### src/rtl/inport_controller_pkg.sv
// Shared types and default constants for the input-port controller.
package inport_pkg;

  // Button debounce FSM states
  typedef enum logic [1:0] {
    IDLE         = 2'd0,
    PRESS_WAIT   = 2'd1,
    HELD         = 2'd2,
    RELEASE_WAIT = 2'd3
  } btn_state_e;

  localparam int unsigned INPORT_SYNC_STAGES     = 2;
  localparam int unsigned INPORT_DEBOUNCE_CYCLES = 16;

endpackage

### src/rtl/inport_controller_if.sv
// Datapath-side bus of the input port: read strobe in, data and status out.
// Optional macro INPORT_IRQ_EN adds the inport_irq pulse.
interface inport_controller_if #(
  parameter int unsigned DATA_WIDTH = 32
);
  logic [DATA_WIDTH-1:0] inport_data;
  logic                  data_valid;
  logic                  overrun;
  logic                  Inport_out;
`ifdef INPORT_IRQ_EN
  logic                  inport_irq;
`endif

  // Datapath / CPU side
  modport master (
`ifdef INPORT_IRQ_EN
    input  inport_irq,
`endif
    input  inport_data, data_valid, overrun,
    output Inport_out
  );

  // Controller side
  modport slave (
`ifdef INPORT_IRQ_EN
    output inport_irq,
`endif
    output inport_data, data_valid, overrun,
    input  Inport_out
  );
endinterface

### src/rtl/inport_controller_button_debounce.sv
// Strobe button synchronizer + debounce FSM; emits one capture pulse per press.
// Sync flops reset to "pressed" so a button held through reset is ignored
// until it has been cleanly released.
module button_debounce
  import inport_pkg::*;
#(
  parameter int unsigned SYNC_STAGES     = INPORT_SYNC_STAGES,
  parameter int unsigned DEBOUNCE_CYCLES = INPORT_DEBOUNCE_CYCLES
) (
  input  logic clock,
  input  logic reset,
  input  logic strobe_btn,
  output logic capture_c
);

  localparam int unsigned CNT_W = $clog2(DEBOUNCE_CYCLES);
  localparam logic [CNT_W-1:0] CNT_LAST = CNT_W'(DEBOUNCE_CYCLES - 1);

  logic [SYNC_STAGES-1:0] btn_sync;
  logic                   btn_s;
  btn_state_e             state_q, state_d;
  logic [CNT_W-1:0]       cnt_q, cnt_d;

  assign btn_s = btn_sync[SYNC_STAGES-1];

  // Button synchronizer chain
  always_ff @(posedge clock or negedge reset) begin
    if (!reset) btn_sync <= '1;
    else        btn_sync <= {btn_sync[SYNC_STAGES-2:0], strobe_btn};
  end

  // FSM state and stability counter
  always_ff @(posedge clock or negedge reset) begin
    if (!reset) begin
      state_q <= RELEASE_WAIT;
      cnt_q   <= '0;
    end else begin
      state_q <= state_d;
      cnt_q   <= cnt_d;
    end
  end

  // Next state, counter update and capture pulse; counter clears on every state change
  always_comb begin
    state_d   = state_q;
    cnt_d     = cnt_q;
    capture_c = 1'b0;
    case (state_q)
      IDLE: begin
        if (btn_s) begin
          state_d = PRESS_WAIT;
          cnt_d   = '0;
        end
      end
      PRESS_WAIT: begin
        if (!btn_s) begin
          state_d = IDLE;
          cnt_d   = '0;
        end else if (cnt_q == CNT_LAST) begin
          state_d   = HELD;
          cnt_d     = '0;
          capture_c = 1'b1;
        end else begin
          cnt_d = cnt_q + CNT_W'(1);
        end
      end
      HELD: begin
        if (!btn_s) begin
          state_d = RELEASE_WAIT;
          cnt_d   = '0;
        end
      end
      RELEASE_WAIT: begin
        if (btn_s) begin
          state_d = HELD;
          cnt_d   = '0;
        end else if (cnt_q == CNT_LAST) begin
          state_d = IDLE;
          cnt_d   = '0;
        end else begin
          cnt_d = cnt_q + CNT_W'(1);
        end
      end
      default: begin
        state_d = IDLE;
        cnt_d   = '0;
      end
    endcase
  end

endmodule

### src/rtl/inport_controller.sv
// Input port: synchronized switches captured on each debounced button press,
// held for the datapath with valid/overrun status.
// Optional macro INPORT_IRQ_EN adds a one-cycle inport_irq pulse after each capture.
module inport_controller
  import inport_pkg::*;
#(
  parameter int unsigned DATA_WIDTH      = 32,
  parameter int unsigned IN_WIDTH        = 8,
  parameter int unsigned SYNC_STAGES     = INPORT_SYNC_STAGES,
  parameter int unsigned DEBOUNCE_CYCLES = INPORT_DEBOUNCE_CYCLES
) (
  input  logic                clock,
  input  logic                reset,
  input  logic [IN_WIDTH-1:0] switches,
  input  logic                strobe_btn,
  inport_controller_if.slave  bus
);

  logic [SYNC_STAGES-1:0][IN_WIDTH-1:0] sw_sync;
  logic [IN_WIDTH-1:0]                  sw_s;
  logic [IN_WIDTH-1:0]                  hold_q;
  logic                                 valid_q;
  logic                                 overrun_q;
  logic                                 capture_c;

  assign sw_s = sw_sync[SYNC_STAGES-1];

  button_debounce #(
    .SYNC_STAGES    (SYNC_STAGES),
    .DEBOUNCE_CYCLES(DEBOUNCE_CYCLES)
  ) u_debounce (
    .clock     (clock),
    .reset     (reset),
    .strobe_btn(strobe_btn),
    .capture_c (capture_c)
  );

  // Switch synchronizer chain
  always_ff @(posedge clock or negedge reset) begin
    if (!reset) sw_sync <= '0;
    else        sw_sync <= {sw_sync[SYNC_STAGES-2:0], switches};
  end

  // Holding register and status flags; a capture takes priority over a read
  always_ff @(posedge clock or negedge reset) begin
    if (!reset) begin
      hold_q    <= '0;
      valid_q   <= 1'b0;
      overrun_q <= 1'b0;
    end else if (capture_c) begin
      hold_q    <= sw_s;
      valid_q   <= 1'b1;
      overrun_q <= bus.Inport_out ? 1'b0 : (overrun_q | valid_q);
    end else if (bus.Inport_out) begin
      valid_q   <= 1'b0;
      overrun_q <= 1'b0;
    end
  end

  assign bus.inport_data = DATA_WIDTH'(hold_q);
  assign bus.data_valid  = valid_q;
  assign bus.overrun     = overrun_q;

`ifdef INPORT_IRQ_EN
  logic irq_q;

  // One-cycle interrupt pulse following each capture edge
  always_ff @(posedge clock or negedge reset) begin
    if (!reset) irq_q <= 1'b0;
    else        irq_q <= capture_c;
  end

  assign bus.inport_irq = irq_q;
`endif

endmodule

### src/flat_wrapper.sv
// flat-port wrapper written by rule: the top's interface ports become plain ports
module inport_controller_flat import inport_pkg::*;
#(
  parameter int unsigned DATA_WIDTH      = 32,
  parameter int unsigned IN_WIDTH        = 8,
  parameter int unsigned SYNC_STAGES     = INPORT_SYNC_STAGES,
  parameter int unsigned DEBOUNCE_CYCLES = INPORT_DEBOUNCE_CYCLES
)
  (clock, reset, switches, strobe_btn, bus_inport_data, bus_data_valid, bus_overrun, bus_Inport_out);
  inport_controller_if #(.DATA_WIDTH(DATA_WIDTH)) bus_i ();
  input  logic clock;
  input  logic reset;
  input  logic [IN_WIDTH-1:0] switches;
  input  logic strobe_btn;
  output wire logic [$bits(bus_i.inport_data)-1:0] bus_inport_data;
  output wire logic [$bits(bus_i.data_valid)-1:0] bus_data_valid;
  output wire logic [$bits(bus_i.overrun)-1:0] bus_overrun;
  input wire logic [$bits(bus_i.Inport_out)-1:0] bus_Inport_out;
  assign bus_inport_data = bus_i.inport_data;
  assign bus_data_valid = bus_i.data_valid;
  assign bus_overrun = bus_i.overrun;
  assign bus_i.Inport_out = bus_Inport_out;
  inport_controller #(.DATA_WIDTH(DATA_WIDTH), .IN_WIDTH(IN_WIDTH), .SYNC_STAGES(SYNC_STAGES), .DEBOUNCE_CYCLES(DEBOUNCE_CYCLES)) u_core (.clock(clock), .reset(reset), .switches(switches), .strobe_btn(strobe_btn), .bus(bus_i));
endmodule
### config.mk
export PLATFORM = sky130hd
export DESIGN_NAME = inport_controller_flat
export DESIGN_NICKNAME = d
export VERILOG_FILES = /design/src/rtl/inport_controller_pkg.sv /design/src/rtl/inport_controller_if.sv /design/src/rtl/inport_controller_button_debounce.sv /design/src/rtl/inport_controller.sv /design/src/flat_wrapper.sv
export SDC_FILE = /design/constraint.sdc
export NUM_CORES = 1
export LEC_CHECK = 0
export BUFFER_PORTS_ARGS = -buffer_cell sky130_fd_sc_hd__buf_4
export CAP_MARGIN = 20
export CORE_MARGIN = 4
export CORE_UTILIZATION = 44
export CTS_CLUSTER_SIZE = 16
export DETAILED_ROUTE_END_ITERATION = 10
export HOLD_SLACK_MARGIN = 0.03
export PLACE_DENSITY = 0.72
export SLEW_MARGIN = 20
export SYNTH_ARGS = -nofsm -noshare
export SYNTH_HDL_FRONTEND = slang
export SYNTH_SLANG_ARGS = --single-unit
export TNS_END_PERCENT = 100
### constraint.sdc
create_clock -name clock -period 1.53 [get_ports clock]
set_input_delay 0.306 -clock clock [delete_from_list [all_inputs] [get_ports clock]]
set_output_delay 0.306 -clock clock [all_outputs]
set_load 0.02 [all_outputs]
==> impl.org <==
** Setup path
- Traced cell by cell, the critical path runs through ha_4 -> and4_4 -> and3_4 -> mux2_4.
- STA classifies the critical path startpoint as a register.
- Critical Path End Type :: register
- Counting both buffers and inverters, the worst setup path holds a total of 0.
- Startpoint-to-endpoint class of the critical path :: reg -> reg
- On the critical path, the stage with the largest delay is an instance of dfrtp_1.
- On the worst path, the slowest cell contributes a delay of 0.41 ns.
- Data arrival time of the critical path :: 1.70 ns
- For the worst setup path, the data required time is 1.74 ns.
- Kind of cell with the highest combined delay on the critical path :: simple AND/OR/NAND/NOR gates
- Of all nets on the critical path, the largest fanout is 5.

** GRT
- The total overflow left after global routing is 0.
- Largest net degree at the start of global routing :: 35
- The number of global-route vias before repair is between 700 and 800.
- Global-route wire length before repair :: 3530 um
- The initial antenna violation count was 0.
- For this run, the total global-route usage over all layers was measured as 0.117.

** Floorplan
- Core Rows :: 19
- Pin placement for this block handled 46 I/O pins.
- The core region is 2880 um2.
- The die is 63.8 um wide.
- Area of the die :: 4070 um2
- For this configuration, the core starts out at a cell density of 0.477.
- Die H :: 63.8 um

** Yosys
- A synthesized cell averages 14.0 um2.
- Fraction of synthesis flops using an asynchronous set or reset pin :: 1.00
- Count of mapped cells out of synthesis :: 98
- The most used flip-flop cell after synthesis is dfrtp_1.
- Synthesis-stage register bit count :: 34
- YS warnings :: 0
- The mapped netlist covers 1370 um2.
- Seq/Total Area, Yosys :: 0.624
- In this run, synthesis inferred 0 flip-flops with an integrated enable.
- The synthesized design spends more area on one cell type than any other, namely dfrtp_1.
- Synthesis instantiated 26 different standard cells from the library.
- In the post-synthesis netlist, the biggest area contributors are dfrtp_1 55%, buf_4 13%, mux2_4 8.8%, dfstp_2 7.7%, inv_1 1.6%.
- Fraction of post-synthesis cell area in the top cell type by area :: 0.547

** Place
- The HPWL after detailed placement is 1570 um.
- At the end of routability-driven placement, the weighted congestion stood at 0.812.
- Worst slack, placed :: -0.00311 ns
- Port buffering added 21 buffers.

** Power and ir drop
- Switching Power :: between 0.3 and 0.4 mW
- Power spread over the standard cell area amounts to 983 nW/um2.
- Internal Dissipation :: 1.16 mW
- Of the total power, the share spent switching nets is 0.251.
- Worst supply voltage drop on vdd :: roughly 0.65 mV
- Leak pwr :: 0.780 nW
- The share of total power dissipated in sequential elements is 0.621.
- Clk pwr share :: 0.290
- The share of total power dissipated in combinational logic is 0.089.

** Final layout
- The filler cells instantiated in the layout total 239.
- Area of the multi-input gates :: 403 um2
- Growth of design area from synthesis to finish :: 15.2%
- Inserted Diodes :: 0
- In the final layout, the share of cells above drive strength 1 is 0.366.
- Across the whole layout, storage elements account for 856 um2.
- NumNets Final :: 143

** Timing
- Final clock skew :: 0.00732 ns
- Max-slew violation count :: 0
- Static timing analysis puts the maximum clock frequency at 0.670 GHz.
- The tightest hold path in the finished design has a slack of roughly 0.085 ns.
- The number of endpoints with negative hold slack in the final report is 0.
- The smallest clock period supported by the final layout is computed as 1.49 ns.
- Number of setup violations in the final report :: 0
- Final cycle utilization of the critical path :: 0.976
- Post-route setup slack :: 0.0372 ns

** Clock tree
- Buffer depth of the longest clock path :: 2
- Clock H-tree levels :: 2
- CTS saw 34 sinks.
- Clock latency on the worst-skew pair, taken at its later pin, is 0.32 ns.
- Number of setup buffers added after CTS :: 0
- TritonCTS built the clock tree.
- Number of buffers created by CTS :: 5
- Register clock-pin slew on the reported worst setup and hold paths :: 0.09 ns
- The tree is rooted in a clkbuf_4.

** Drt
- In the final routed layout, each cell accounts on average for approximately 13 um.
- The first detailed-routing pass took 3 iterations.
- Final wirelength :: 2170 um
- Antenna violation net count after detailed routing :: 0
- Total number of vias :: 746
- After detailed routing, the number of vias per cell comes to ~4.3.
- For this run, design rule violations remaining after detail routing come to 0.
- Drt first-iter violations :: 5

** Min path
- Hold Crit Class :: in -> reg

** Run status
- The run finished with clean final reports.

** Job
- # Max-Cap Violations :: 0
## synthesized netlist by cell type (all sizes together), types with 2 or more instances
cell,number
dfstp,4
inv,6
nand3,2
buf,25
a31oi,2
mux2,8
o21ai,3
nor2,2
dfrtp,30
## worst reg2reg max path, cell delays in order (launching register included)
cell and delay [ns]:
dfrtp_1 0.41, ha_4 0.16, and4_4 0.24, and3_4 0.26, mux2_4 0.31
## cell type report
class,instances,share of cell area
Timing Repair Buffer,26,0.125
Clock buffer,8,0.0309
Inverter,6,0.0143
Sequential cell,34,0.542
Tap cell,42,0.0333
Multi-Input combinational cell,57,0.255
## flip-flops by register name (all words and copies together) (netlist names), named ones only
signal and flops:
u_core.hold_q 8, u_core.sw_s 8, u_core.sw_sync 8, u_core.u_debounce.cnt_q 4, u_core.u_debounce.btn_sync 2, u_core.bus.data_valid 1, u_core.bus.overrun 1, u_core.u_debounce.state_q 1
## placed cells by master (no fill, tap or decap), drive strengths merged
cell / count
nor2: 2
ha: 1
mux2: 8
nand3: 2
xor2: 1
xnor2: 1
and3: 2
o211ai: 1
nand2b: 1
a41oi: 1
conb: 24
or3: 1
buf: 25
nand2: 1
a21o: 1
and4: 1
o2111ai: 1
nand4: 1
o21ai: 3
a21oi: 1
clkbuf: 8
nand3b: 1
dfstp: 4
a31oi: 2
dlygate4sd3: 1
inv: 6
dfrtp: 30
## per-layer routing
| metal | GRT usage | vias up | share of wire |
|---|---|---|---|
| met3 | 0.0578 | 2 | 0.093 |
| li1 | - | 346 | - |
| met2 | 0.187 | 39 | 0.49 |
| met1 | 0.135 | 359 | 0.41 |
| met5 | 0 | - | 0 |
| met4 | 0.0404 | 0 | 0.0060 |
## timing repair
action,CTS,global route
gates resized for setup,0,3
setup endpoints to repair,7,8
endpoints found under the hold margin,30,0
pin swaps,0,1
hold buffers,1,0
gates cloned,1,0
## stage by stage
| stage | total power [mW] | cells | util | setup TNS, ns | instance area (um2) |
|---|---|---|---|---|---|
| 6_report | 1.55 | 173 | 0.549 | 0 | 1580 |
| 5_1_grt | 1.63 | 173 | 0.549 | -0.0111 | 1580 |
| 4_1_cts | 1.57 | 173 | 0.544 | 0 | 1560 |
| 3_5_place_dp | 1.11 | 163 | 0.521 | -0.00311 | 1500 |
| 3_3_place_gp | 1.10 | 163 | 0.521 | 0 | 1500 |
| 2_1_floorplan | 1.10 | 121 | - | 0 | 1460 |
## path summary, 6_finish.rpt
kind | slack (ns) | from | to | cells after the start
worst max register to register | 0.04 | u_core.u_debounce.cnt_q[1] | u_core.hold_q[1] | 4
worst max-delay path | 0.04 | u_core.u_debounce.cnt_q[1] | u_core.hold_q[1] | 4
min in group asynchronous | 0.44 | reset | u_core.hold_q[7] | 2
worst min-delay path | 0.09 | strobe_btn | u_core.u_debounce.btn_sync[0] | 1
worst min register to register | 0.36 | u_core.sw_sync[2] | u_core.sw_s[2] | 0
max in group asynchronous | 0.76 | reset | u_core.u_debounce.btn_sync[0] | 2
## logic make-up after synthesis
family          Yosys count  synth area share
xor+xnor                  2            0.0128
compound gates           10            0.0484
mux                       8            0.0876
simple gates             11            0.0529
buf+inv                  31             0.162
flops                    34             0.624
fa+ha+maj                 1           0.00912
other cells               1           0.00273
## power by group through the flow
stage               registers [mW]  logic [mW]  clock network (mW)
floorplan                    0.975       0.124                   0
global placement             0.975       0.128                   0
detailed placement           0.978       0.134                   0
CTS                          0.962       0.136               0.470
global route                 0.970       0.153               0.512
finish                       0.965       0.138               0.450
(Power assumes the default switching activity.)
